## config.mk

```make
export PLATFORM = sky130hd
export DESIGN_NAME = me2_branch_resolve_t
export DESIGN_NICKNAME = d
export VERILOG_FILES = /design/src/rtl/me2_branch_pkg.sv /design/src/rtl/me2_branch_resolve_t_cond.sv /design/src/rtl/me2_branch_resolve_t.sv
export SDC_FILE = /design/constraint.sdc
export NUM_CORES = 1
export LEC_CHECK = 0
export CAP_MARGIN = 20
export CORE_MARGIN = 2
export CORE_UTILIZATION = 40
export CTS_BUF_LIST = sky130_fd_sc_hd__clkbuf_2 sky130_fd_sc_hd__clkbuf_4 sky130_fd_sc_hd__clkbuf_8
export CTS_CLUSTER_SIZE = 20
export DETAILED_ROUTE_END_ITERATION = 8
export PLACE_DENSITY = 0.75
export REMOVE_ABC_BUFFERS = 1
export SYNTH_ARGS = -nofsm -noshare
export SYNTH_HDL_FRONTEND = slang
export SYNTH_HIERARCHICAL = 1
export SYNTH_SLANG_ARGS = --single-unit
```

## constraint.sdc

```tcl
create_clock -name CLK -period 6.15 [get_ports CLK]
set_clock_uncertainty 0.05 [all_clocks]
set_input_delay 1.23 -clock CLK [delete_from_list [all_inputs] [get_ports CLK]]
set_output_delay 1.23 -clock CLK [all_outputs]
set_load 0.02 [all_outputs]
```

## src/rtl/me2_branch_pkg.sv

```systemverilog
// rtl/me2_branch_pkg.sv - branch-resolution shared encodings and counter helper
package me2_branch_pkg;

    localparam logic [2:0] BR_NONE = 3'd0;
    localparam logic [2:0] BR_JUMP = 3'd1;
    localparam logic [2:0] BR_BNE  = 3'd2;
    localparam logic [2:0] BR_BEQ  = 3'd3;
    localparam logic [2:0] BR_BLT  = 3'd4;
    localparam logic [2:0] BR_BGE  = 3'd5;
    localparam logic [2:0] BR_BLTU = 3'd6;
    localparam logic [2:0] BR_BGEU = 3'd7;

    typedef enum logic {
        ST_IDLE  = 1'b0,
        ST_FLUSH = 1'b1
    } state_t;

    // True when the low w bits of v are all ones, i.e. a w-bit counter must hold.
    function automatic logic cnt_saturated(input logic [63:0] v, input int unsigned w);
        logic [63:0] mask;
        mask = (w >= 64) ? '1 : ((64'd1 << w) - 64'd1);
        return (v & mask) == mask;
    endfunction

endpackage

```

## src/rtl/me2_branch_resolve_t_cond.sv

```systemverilog
// rtl/me2_branch_resolve_t_cond.sv - combinational branch condition evaluation
module br_cond_t
    import me2_branch_pkg::*;
#(
    parameter int XLEN = 32
) (
    input  logic [2:0]      branchop,
    input  logic [XLEN-1:0] rs1,
    input  logic [XLEN-1:0] rs2,
    output logic            taken
);

    // Relational operators on full-width values, so no subtraction overflow can leak in.
    always_comb begin
        taken = 1'b0;
        case (branchop)
            BR_NONE: taken = 1'b0;
            BR_JUMP: taken = 1'b1;
            BR_BNE:  taken = (rs1 != rs2);
            BR_BEQ:  taken = (rs1 == rs2);
            BR_BLT:  taken = ($signed(rs1) <  $signed(rs2));
            BR_BGE:  taken = ($signed(rs1) >= $signed(rs2));
            BR_BLTU: taken = (rs1 <  rs2);
            BR_BGEU: taken = (rs1 >= rs2);
            default: taken = 1'b0;
        endcase
    end

endmodule

```

## src/rtl/me2_branch_resolve_t.sv

```systemverilog
// rtl/me2_branch_resolve_t.sv - me2 branch resolve, mispredict redirect and flush
module me2_branch_resolve_t
    import me2_branch_pkg::*;
#(
    parameter int XLEN         = 32,
    parameter int FLUSH_CYCLES = 2,
    parameter int CNT_W        = 32
) (
    input  logic             CLK,
    input  logic             RST,
    input  logic             ACT,
    input  logic             STALL,
    input  logic [2:0]       r_me2_branchop_Q,
    input  logic [XLEN-1:0]  r_me2_rs1_Q,
    input  logic [XLEN-1:0]  r_me2_rs2_Q,
    input  logic             r_me2_pred_taken_Q,
    input  logic [XLEN-1:0]  r_me2_target_Q,
    input  logic [XLEN-1:0]  r_me2_fallthru_Q,
    output logic             s_me2_pcsrc_D,
    output logic             redirect_valid,
    output logic [XLEN-1:0]  redirect_pc,
    output logic             flush,
    output logic [CNT_W-1:0] br_count,
    output logic [CNT_W-1:0] mispred_count
);

    state_t     state_q, state_d;
    logic [3:0] flush_cnt_q, flush_cnt_d;
    logic       taken;
    logic       squash;
    logic       accept;
    logic       mispredict;

    br_cond_t #(.XLEN(XLEN)) u_cond (
        .branchop (r_me2_branchop_Q),
        .rs1      (r_me2_rs1_Q),
        .rs2      (r_me2_rs2_Q),
        .taken    (taken)
    );

    // Anything in this stage while flushing is younger than the mispredicted branch.
    assign squash        = (state_q == ST_FLUSH);
    assign s_me2_pcsrc_D = ACT && !squash && taken;
    assign accept        = ACT && !STALL && !squash && (r_me2_branchop_Q != BR_NONE);
    assign mispredict    = accept && (taken != r_me2_pred_taken_Q);
    assign flush         = squash;

    always_ff @(posedge CLK) begin
        if (RST) begin
            state_q     <= ST_IDLE;
            flush_cnt_q <= 4'd0;
        end else begin
            state_q     <= state_d;
            flush_cnt_q <= flush_cnt_d;
        end
    end

    always_comb begin
        state_d     = state_q;
        flush_cnt_d = flush_cnt_q;
        case (state_q)
            ST_IDLE: begin
                if (mispredict) begin
                    state_d     = ST_FLUSH;
                    flush_cnt_d = 4'(FLUSH_CYCLES);
                end
            end
            ST_FLUSH: begin
                // Counts down through STALL; the redirect must not wait on the pipeline.
                flush_cnt_d = flush_cnt_q - 4'd1;
                if (flush_cnt_q == 4'd1) begin
                    state_d = ST_IDLE;
                end
            end
            default: state_d = ST_IDLE;
        endcase
    end

    always_ff @(posedge CLK) begin
        if (RST) begin
            redirect_valid <= 1'b0;
            redirect_pc    <= '0;
        end else begin
            redirect_valid <= mispredict;
            if (mispredict) begin
                redirect_pc <= taken ? r_me2_target_Q : r_me2_fallthru_Q;
            end
        end
    end

    always_ff @(posedge CLK) begin
        if (RST) begin
            br_count      <= '0;
            mispred_count <= '0;
        end else begin
            if (accept && !cnt_saturated(64'(br_count), CNT_W)) begin
                br_count <= br_count + CNT_W'(1);
            end
            if (mispredict && !cnt_saturated(64'(mispred_count), CNT_W)) begin
                mispred_count <= mispred_count + CNT_W'(1);
            end
        end
    end

endmodule

```

==> results.tsv <==
metric	value	unit
cp.required	4.87	ns
dp_cells	1075	
final_cell_mix	clkdlybuf4s50_1 (233), dfxtp_1 (102), nor2_1 (73), a21oi_1 (55), inv_1 (43)	
rr_worst_depth	7	
place_ws	0.393	ns
fp.dieH	124	um
cap_violations	0	
drt-met1-wl	7170	um
finalSetupViolations	0	
setup_ws	0.398	ns
tightest_slew	1.02	ns
fin_crit_sh	0.935	
dp_hpwl	12600	um
die_area	0.0154	mm^2
fin_nets	1079	
overflow	0	
totalNegativeSetupSlack	0	ns
ctsLongestPathBuffers	2	
critical_path_class	input port to output pin	
power_density	167	mW/mm^2
drc	0	
peakVddDrop	0.0900	mV
highest_layer	met4	
viasPerCell	5.39	
antenna_found_initial	1	
final_cells	1093	
regArea	0.00204	mm^2
path_clk_slew	0.10	ns
h-tree-depth	3	
ant_nets	0	
cts.sinks	102	
synth-edff-count	0	
ys_ff_latch	102	
endpoint_kind	output pin	
postPlaceCellArea	0.00831	mm^2
gp_congestion	0.926	
ys_seq_area_frac	0.353	
post_cts_buffers	0	
multi_input_area	0.00348	mm^2
portBuffers	234	
first_global_vias	5289	
drive_gt1_frac	0.0482	
cts_buffers	9	
synth-main-ff-cell	dfxtp_1	
wl_met3	1150	um
rows	43	
die_x	124	um
avgSynthCellArea	8.44	um^2
fmax	174	MHz
fillers	1258	
wirelength	16400	um
netlist_area	0.00578	mm^2
start_util	0.413	
wl_met2	7760	um
synthCells	685	
final_common_cell	clkdlybuf4s50_1	
yosysWarnings	6	
drt_first_pass_iters	5	
grt.total_usage	0.205	
clock_latency	0.37	ns
arrival	4.47	ns
critPathMaxFanout	2	
hold_buffers	0	
routedWlPerCell	15.0	um
status	completed	
grt_pass1_wl	26500	um
power_leakage	0.00299	uW
pin_count	235	
whs	0.452	ns
first_iter_violations	325	
final_cell_area	0.00849	mm^2
vias	5891	
period_minus_slack	5.75	ns
cts_resized	0	
cts_root_buf	clkbuf_8	
relSlewSlack	0.314	
drv_slew	0	
cp-start-kind	input port	
synthDistinctLibCells	49	
rsz0062_at_grt	false	
area_growth	46.8	%
grt_max_degree	57	
cts_tree	yes	
hold_viol	0	
synthArstFlopShare	0	
min_path_cells	2	
core	0.0140	mm^2
hp-class	register to register	
-- Yosys cell counts, drive strengths merged, types with 21 or more instances --
master / n / area share
nand2: 34 / 0.022
clkbuf: 27 / 0.018
ha: 36 / 0.078
a211oi: 41 / 0.053
nor2: 73 / 0.047
a21oi: 56 / 0.049
mux2i: 35 / 0.061
dfxtp: 102 / 0.35
o31ai: 21 / 0.027
inv: 43 / 0.028
nand4: 30 / 0.038
or4: 25 / 0.034
nand3: 28 / 0.024
-- cell type report --
cell class                 count  area share
timing repair buffer         242       0.284
clock inverter                 5     0.00398
sequential                   102       0.241
multi-input combinational    509       0.409
inverter                      43      0.0190
tap                          180      0.0265
antenna                        1    0.000295
clock buffer                  11      0.0164
-- per-layer routing --
layer / global-route usage / up-vias
li1: - / 2994
met1: 0.257 / 2652
met2: 0.340 / 224
met3: 0.0503 / 21
met4: 0.0773 / 0
met5: 0 / -
-- worst max-delay path, cell delays in order --
cell	delay (ns)
clkdlybuf4s50_1	0.45
inv_1	0.04
ha_1	0.29
a21oi_1	0.17
o21ai_1	0.08
a221oi_1	0.28
o211ai_1	0.13
a21oi_2	0.19
mux2_1	0.33
or3_2	0.52
and3b_2	0.22
clkdlybuf4s50_1	0.53
-- cell families after synthesis --
family / after synthesis / share of synthesized area
fa+ha+maj: 36 / 0.0779
simple gates: 255 / 0.242
compound gates: 156 / 0.175
flops: 102 / 0.353
xor+xnor: 24 / 0.0364
buf+inv: 74 / 0.0496
mux: 38 / 0.0664
-- state kept, by name (all words and copies together) (netlist names) --
register	cells
br_count	32
mispred_count	32
redirect_pc	32
flush_cnt_q	4
flush	1
redirect_valid	1
-- through the flow --
stage	utilization	power [uW]
2_1_floorplan	-	873
3_3_place_gp	0.594	1040
3_5_place_dp	0.594	1050
4_1_cts	0.606	1440
5_1_grt	0.607	1490
6_report	0.607	1420
-- worst paths after layout --
kind | startpoint | end | slack, ns
max | r_me2_rs2_Q[5] | s_me2_pcsrc_D | 0.40
min | redirect_pc[5] | redirect_pc[5] | 0.45
max reg2reg | mispred_count[0] | mispred_count[1] | 3.44
min reg2reg | redirect_pc[5] | redirect_pc[5] | 0.45
-- power by group --
part | internal [uW] | switching [uW]
Sequential | 682 | 15.1
Clock | 157 | 230
Combinational | 181 | 153
Note: power is estimated with default switching activity, not from simulation.
